<file path="src/rtl/demux_16_reg.sv">
// Registered 1-to-16 demultiplexer: one input word is routed to a selected channel
// (or to all channels on broadcast), each channel holding a valid/ready output register.
module demux_16_reg #(
  parameter int bus = 4
) (
  input  logic              clk,
  input  logic              rst_n,
  input  logic [bus-1:0]    data_in,
  input  logic [3:0]        selector,
  input  logic              broadcast,
  input  logic              in_valid,
  output logic              in_ready,
  output logic [16*bus-1:0] out_data,
  output logic [15:0]       out_valid,
  input  logic [15:0]       out_ready,
  output logic [7:0]        accept_count
);

  typedef enum logic {
    EMPTY = 1'b0,
    FULL  = 1'b1
  } ch_state_e;

  logic [15:0] ok;
  logic [15:0] load;
  logic        accept;
  logic [7:0]  count_q;
  logic [7:0]  count_d;

  // A broadcast only proceeds when every channel can take the word, so no partial writes.
  assign in_ready     = broadcast ? (&ok) : ok[selector];
  assign accept       = in_valid & in_ready;
  assign count_d      = count_q + {7'd0, accept};
  assign accept_count = count_q;

  always_ff @(posedge clk) begin
    if (!rst_n) begin
      count_q <= 8'd0;
    end else begin
      count_q <= count_d;
    end
  end

  genvar gi;
  generate
    for (gi = 0; gi < 16; gi++) begin : g_ch
      ch_state_e      state_q;
      ch_state_e      state_d;
      logic [bus-1:0] data_q;
      logic [bus-1:0] data_d;

      assign ok[gi]   = (state_q == EMPTY) | out_ready[gi];
      assign load[gi] = accept & (broadcast | (selector == 4'(gi)));

      // A reload wins over a drain, keeping the channel FULL at one word per clock.
      always_comb begin
        state_d = state_q;
        data_d  = data_q;
        if (load[gi]) begin
          state_d = FULL;
          data_d  = data_in;
        end else if ((state_q == FULL) && out_ready[gi]) begin
          state_d = EMPTY;
        end
      end

      always_ff @(posedge clk) begin
        if (!rst_n) begin
          state_q <= EMPTY;
          data_q  <= '0;
        end else begin
          state_q <= state_d;
          data_q  <= data_d;
        end
      end

      assign out_valid[gi]            = (state_q == FULL);
      assign out_data[gi*bus +: bus]  = data_q;
    end
  endgenerate

endmodule

</file>
<file path="config.mk">
export PLATFORM = sky130hd
export DESIGN_NAME = demux_16_reg
export DESIGN_NICKNAME = d
export VERILOG_FILES = /design/src/rtl/demux_16_reg.sv
export SDC_FILE = /design/constraint.sdc
export NUM_CORES = 1
export LEC_CHECK = 0
export CORE_MARGIN = 2
export CORE_UTILIZATION = 55
export DETAILED_ROUTE_END_ITERATION = 10
export DONT_BUFFER_PORTS = 1
export PLACE_DENSITY = 0.75
export SYNTH_ARGS = -nofsm -noshare
export SYNTH_HDL_FRONTEND = slang
export SYNTH_SLANG_ARGS = --single-unit
export TNS_END_PERCENT = 50
</file>
<file path="constraint.sdc">
create_clock -name clk -period 6.2 [get_ports clk]
set_input_delay 0.62 -clock clk [delete_from_list [all_inputs] [get_ports clk]]
set_output_delay 0.62 -clock clk [all_outputs]
set_load 0.1 [all_outputs]
</file>
== After elaboration in Yosys (flattened, before gate mapping) ==
Index checks and enable logic that the tools add are counted.
Widths: inputs -> output; s select.
Word-level totals
  bits of input ports: 28
  latch bits: 0
  memory bits (read-only): 0
  memory bits (writable): 0
  flip-flop bits (word level): 88
  output and inout port bits: 89
  word-level logic and storage cells: 184
  memories: 0
Cells by class
  bitwise logic cells: 65
  equality and inequality tests: 15
  add/sub/neg operators: 1
  muxes and demuxes: 35
  shifts and indexed selects: 0
  $lt $le $gt $ge: 1
  multipliers: 0
  reductions and logical operators: 34
  div/mod/pow operators: 0
Operators with widths (number)
  $mux 1: 34
  $eq 4x4->1 const B: 8
  $or 1x1->1: 32
  $reduce_bool 2->1: 16
  $and 1x1->1: 17
  $eq 4x3->1 const B: 4
  $logic_and 1x1->1: 16
  $not 1->1: 16
  $reduce_and 16->1: 1
  $add 8x1->8: 1
  $eq 4x2->1 const B: 2
  $lt 4x5->1 const B: 1
  $bmux 1 s4: 1
  $eq 4x1->1 const B: 1
  $logic_not 4->1: 1

== Logic depth before layout (Yosys ltp) ==
Gate-level depths: netlist of the first run.
  depth after elaboration: 8
  mapped depth: 12
  gate-level depth less buffers: 11

== Worst setup path before layout of the first run ==
No wires, ideal clock.
  path type: input -> register
  start point: input selector[0]
  end point: register count_q[5], in the netlist accept_count[5]
  arrival: 3336 ps
  stages: 11
  data required time: 6133 ps
  library setup time: 67 ps
  buffers on the path: 1
  slack: 2797 ps
  cells stage by stage: buf_6 mux4_1 a221o_2 nor2_8 or2_2 and2_1 ha_1 and3_1 nand3_1 xor2_1 nor2_1
On the way
  cells in the longest elaborated chain, start to end: 5
Ends and longest elaborated chain
  start: declaration: RTL line 9  | input logic [3:0] selector,
  $bmux 1 s4: RTL line 31  | assign in_ready = broadcast ? (&ok) : ok[selector];
  $mux 1 (not written as such): RTL line 31
  $mux 1: RTL line 31
  named net in_ready: RTL line 12  | output logic in_ready,
  $and 1x1->1: RTL line 32  | assign accept = in_valid & in_ready;
  $add 8x1->8: RTL line 33  | assign count_d = count_q + {7'd0, accept};
  end signal: assignment: RTL line 40  | count_q <= count_d;
  end: declaration: RTL line 27  | logic [7:0] count_q;
The timed path passes the listed nets, and every way through them passes these cells. The select of a mux whose other input is x is not followed.
A chain may end at the register's enable or synchronous reset.

== Worst setup path in the final report of the first run ==
  start point: register g_ch[10].state_q
  end point: register count_q[7], in the netlist accept_count[7]
On the way
  cells in the longest elaborated chain, start to end: 7
  elaborated cells on any way between the ends: 8
  those cells by class: 1 x add/sub; 3 x mux; 3 x bitwise; 1 x reduce/logical
Ends and longest elaborated chain
  start: declaration: RTL line 47  | ch_state_e state_q;
  start signal: assignment: RTL line 72  | state_q <= state_d;
  $not 1->1 *: RTL line 52  | assign ok[gi] = (state_q == EMPTY) | out_ready[gi];
  $or 1x1->1 *: RTL line 52
  $bmux 1 s4: RTL line 31
  $mux 1 (not written as such): RTL line 31
  $mux 1 *: RTL line 31
  named net in_ready: RTL line 12
  $and 1x1->1 *: RTL line 32
  $add 8x1->8 *: RTL line 33
Mark *: on every way through the listed nets, which the timed path passes. The rest lies on a longest branch. The select of a mux whose other input is x is not followed.

==> metrics, run 1 <==
switching share of power=0.3786; clock slew at reported path FFs=0.09 ns; Post-CTS Setup Repair Bufs=0; Netlist cell types=40; Clk Latency, worst-skew pair=~0.36 ns; vias in the first global route=2511; sequential power share=0.607; async set or reset register ratio after synthesis=0; max-slew violations=0; Worst Skew=0.01501 ns; max capacitance violation total=0; CP most frequent cell=and3_1; Root Driver=clkbuf_8; Setup CP Type=reg2reg; Ys Warns=0; Switch Pwr=514.8 uW; startpoint type of the worst setup path=flip-flop; initial drt markers=164; Via density=6.320; TNS Setup=0 ns; unrepaired setup endpoints after global routing=false; status=finished, violations left; Post-DRT Antenna Nets=0; Final GP Congestion=0.8755; Cell Area, Placed=0.003537 mm2; Synth top cells by count=dfxtp_1, o2bb2ai_1, a21oi_1; Die Ht=85.74 um; clock buffer depth=2; Syn Area/Cell=approximately 11 um2; top_reg_cell synth=dfxtp_1; Worst EP required=6.48 ns; Max Fclk=~250 MHz; row count=29; setup violators final=0; Boundary Pins=117; worst rel slew slack=0.2813; first-pass GRT wire length=13.74 mm; GRT Total Usage=0.2437; peak fanout along the critical path=6; # fillers=554; fin area=roughly 0.0037 mm2; DP Wirelength=6.226 mm; cell taking the most area after synthesis=dfxtp_1; top post-synthesis cells by area=dfxtp_1, o2bb2ai_1, a21oi_4, buf_4, a21oi_1; top-count cell post-synth=dfxtp_1; vias=2509; CP Data Arrival Time=4.32 ns; clock share of power=0.305; share of the synthesized area in the top cell type=0.4794; die area=0.007351 mm2; largest net degree at the start of global routing=19; min cycle time layout=just over 4 ns; Fin. Hold Viols=0; Area growth, synth to finish=2.043%; CP max-delay cell=dfxtp_1; CTS tree=built; Wirelength per Cell=21.97 um; number of flops mapped to enable cells by yosys=0; initial antenna violation count=0; CTS Buf Count=9; Seq/Total Area, Yosys=0.4794; Core Area=about 0.0064 mm2; layout cells sized above 1=0.1344; Worst Tran Pin Value=between 1 and 1.5 ns; min-delay worst type=in2reg; crit path cell chain=nor2b_1 -> or4_1 -> nor4_1 -> and3_1 -> or2_2 -> and2_1 -> ha_1 -> and3_1 -> nand3_1 -> xor2_1 -> nor2_1; hold buffers post-CTS=0; R2R Setup Slk=between 2 and 2.5 ns; DRT Wirelength=8.721 mm; drt drc=7; I/O Buffers=0; Die Wd=~86 um; grt total ovfl=0; nets@finish=about 350; Starting Density=0.5722; Worst setup EP type=flip-flop; pwr dens=between 300 and 400 mW/mm2; failing checks=design-rule violations; htree depth=3; CP max stage delay=0.66 ns; cell leakage power=1.379 nW; # clock sinks=88; TritonRoute pass-1 iters=9; #FFs+latches synth=88; Inserted Diodes=0; period utilization=0.6514; Comb pwr share=0.088; Syn Nets=363; Synth Cell Area=approximately 0.0037 mm2; internal power=844.7 uW; VDD IR max=approximately 200 uV; # resized after CTS=0; Mapped Cells=333
area by class of cell:
| cell class | instances | area [um2] | area share |
|---|---|---|---|
| clock buffers | 11 | 151.4 | 0.04037 |
| multi-input cells | 195 | 1597 | 0.4258 |
| repair buffers | 1 | 7.507 | 0.002002 |
| well taps | 77 | 96.34 | 0.02569 |
| inverters | 20 | 75.07 | 0.02002 |
| flip-flops and latches | 88 | 1762 | 0.4698 |
| clock inverters | 5 | 61.31 | 0.01635 |
critical path: cells and delay by family, from the launching register on:
family	cells	cell delay (ns)
flip-flops	1	0.66
XOR/XNOR	1	0.20
adder cells (fa/ha/maj)	1	0.16
AND/OR/NAND/NOR	9	2.96
sequential cells by signal, summed over array words and instances, names as in the netlist:
register	cells
accept_count	8
g_ch.state_q	16
g_ch.data_q	64
cells in the final DEF, fill, tap and decap left out, drive strengths merged:
master and instances:
dfxtp 88, o2bb2ai 65, a21oi 32, inv 22
o21ai 13, nand2 12, nor2b 11, clkbuf 11
nor2 11, nand2b 5, o22ai 5, and2 5
and2b 5, mux4 4, nand3 4, xor2 4
and3 4, o211ai 3, or4 2, xnor2 2
ha 2, clkinv 2, o2111ai 1, nor4 1
a221o 1, or2 1, nor3 1, a41o 1
bufinv 1, buf 1
kinds of logic (layout without fill, tap and decap cells):
family / Yosys count / after routing / share of synthesized area
compound gates: 121 / 121 / 0.2850
flops: 88 / 88 / 0.4794
simple gates: 62 / 62 / 0.09977
buf+inv: 50 / 37 / 0.08614
xor+xnor: 6 / 6 / 0.01430
mux: 4 / 4 / 0.02860
fa+ha+maj: 2 / 2 / 0.006809
through the flow:
step	cells	total power, mW	hold WS (ns)	utilization	worst slack, ns
global route	397	1.403	0.3734	0.5839	1.944
CTS	397	1.368	0.3608	0.5839	2.162
floorplan	333	0.9484	0.4928	-	2.797
detailed placement	381	0.9582	0.7374	0.5508	2.190
global placement	381	0.9541	0.7367	0.5508	2.309
finish	397	1.360	0.3715	0.5839	2.161
power groups by stage:
stage / Clock [mW] / Combinational, mW / Sequential (mW)
6_report: 0.414 / 0.120 / 0.825
5_1_grt: 0.442 / 0.132 / 0.829
4_1_cts: 0.422 / 0.120 / 0.826
3_5_place_dp: 0 / 0.120 / 0.838
3_3_place_gp: 0 / 0.116 / 0.838
2_1_floorplan: 0 / 0.165 / 0.783
layer usage:
metal | vias to the layer above | global-route usage | part of all wire
met5 | - | 0 | 0
met4 | 0 | 0.09957 | 0.017
met3 | 14 | 0.08951 | 0.10
met2 | 110 | 0.3913 | 0.47
met1 | 1207 | 0.2971 | 0.42
li1 | 1178 | - | -
worst paths after layout:
check	startpoint	end	cells after the start
worst min-delay path	rst_n	g_ch[15].state_q$_SDFFE_PN0P_	2
worst max register to register	g_ch[10].state_q$_SDFFE_PN0P_	accept_count[7]$_SDFF_PN0_	11
worst max-delay path	g_ch[10].state_q$_SDFFE_PN0P_	accept_count[7]$_SDFF_PN0_	11
worst min register to register	g_ch[6].data_q[3]$_SDFFE_PN0P_	g_ch[6].data_q[3]$_SDFFE_PN0P_	1
No activity file was read; power rests on OpenSTA's default activity.
==> inputs of run 2 (changes only) <==
- clock period: 6.2 -> 3.89 ns (I/O delays scaled with it)
==> run 2 against run 1 <==
The run still ends with design-rule violations left. Non-clock buffer count grew 18. Sequential cell count unchanged. Die area is the same. Critical path depth fell by 5. Clock skew decreased by 0.0057 ns. Register-to-register slack got worse by 1.3 ns. Cell count is 4.5% higher. Final area is 2.8% higher. Hold slack worse by 0.23 ns. Worst setup slack got worse by 1.3 ns. Combinational power up 140%.
==> metrics, run 2 (synthesis results as in run 1) <==
GRT Total Usage=0.2424; vias=2525; Wirelength per Cell=21.07 um; I/O Buffers=0; pwr dens=548.3 mW/mm2; nets@finish=363; Final GP Congestion=between 0.8 and 0.9; hold buffers post-CTS=0; WL met2=4.039 mm; Clk Latency, worst-skew pair=approximately 0.36 ns; fin util=0.6002; VDD IR max=268.0 uV; Multi-input gate area=roughly 0.0016 mm2; min cycle time layout=3.068 ns; DRT Wirelength=8.742 mm; # resized after CTS=0; Setup CP Type=reg2out; met1 wire length=3.707 mm; Post-DRT Antenna Nets=0; Worst Setup SP=g_ch[10].state_q$_SDFFE_PN0P_; clock slew at reported path FFs=0.09 ns; fin area=between 0.003 and 0.004 mm2; max capacitance violation total=0; worst rel slew slack=0.2806; sequential cell area=0.001762 mm2; Core Area=0.006422 mm2; Worst setup EP type=output pin; initial drt markers=roughly 190; CP max stage delay=between 0.5 and 0.6 ns; Worst Skew=0.009297 ns; Crit path max-delay family=simple AND/OR/NAND/NOR gates; Root Driver=clkbuf_8; Largest register FFs=64; first-pass GRT wire length=13.53 mm; # clock sinks=just under 90; Via density=6.084; setup violators final=0; min-delay worst type=in2reg; CP max-delay cell=or4_1; Worst Slack Setup Final=0.8225 ns; Cell Area, Placed=0.003672 mm2; Die Wd=around 86 um; most frequent cells in the layout=dfxtp_1, o2bb2ai_1, a21oi_1; layout cells sized above 1=0.1775; # fillers=between 500 and 600; pre-CTS setup slack=about 0.86 ns; Max Fclk=326.0 MHz; Worst Tran Pin Value=~1.1 ns; Reg with most FFs=g_ch.data_q; vias in the first global route=2489; TNS Setup=0 ns; crit path cell chain=nor2b_1 -> or4_1 -> nor4_1 -> and3_1 -> or2_2 -> buf_4; hold_ws=0.1435 ns; CP Data Arrival Time=2.68 ns; Highest Signal Layer=met4; TritonRoute pass-1 iters=10; routed wl met3=848 um; row count=29; status=finished, violations left; failing checks=design-rule violations; commonest non-fill, non-tap cell in the layout=dfxtp_1; period utilization=0.7886; die area=approximately 0.0074 mm2; DP Wirelength=6.223 mm; max-slew violations=0; buffer and inverter count on the worst path=1; largest net degree at the start of global routing=19; Total Power=~2.1 mW; Post-CTS Setup Repair Bufs=0; Fin. Hold Viols=0; Worst EP required=3.50 ns; CTS tree=built; Inserted Diodes=0; startpoint type of the worst setup path=flip-flop; Boundary Pins=117; drt drc=7; final non-filler cell total=415; cell leakage power=~1.5 nW; Die Ht=85.74 um; CTS Buf Count=9; clock buffer depth=2; Cells after DPL=399; Reg-to-Reg Start=g_ch[10].state_q$_SDFFE_PN0P_; Starting Density=0.5722; peak fanout along the critical path=6; hold wc startpoint=rst_n; initial antenna violation count=0; htree depth=3; Area growth, synth to finish=4.903%; grt total ovfl=0; unrepaired setup endpoints after global routing=false
[run 2: final timing paths]
kind	endpoint	slack, ns	depth (start not counted)
min	g_ch[15].state_q$_SDFFE_PN0P_	0.14	2
max	in_ready	0.82	6
min reg2reg	g_ch[6].state_q$_SDFFE_PN0P_	0.55	2
max reg2reg	accept_count[7]$_SDFF_PN0_	0.85	11
[run 2: routing by layer]
layer / global-route usage / vias up
met2: 0.3835 / 92
met5: 0 / -
met1: 0.3073 / 1212
met3: 0.08181 / 12
li1: - / 1209
met4: 0.09380 / 0
[run 2: where the power goes]
part	switching, mW	total, mW	internal, mW
Sequential	0.290	1.24	0.946
Combinational	0.208	0.286	0.0781
Clock	0.335	0.591	0.255
[run 2: area by class of cell]
class / count / share of cell area
Clock inverter: 5 / 0.01071
Inverter: 20 / 0.01947
Tap cell: 77 / 0.02499
Multi-Input combinational cell: 195 / 0.4142
Clock buffer: 11 / 0.03668
Sequential cell: 88 / 0.4570
Timing Repair Buffer: 19 / 0.03700
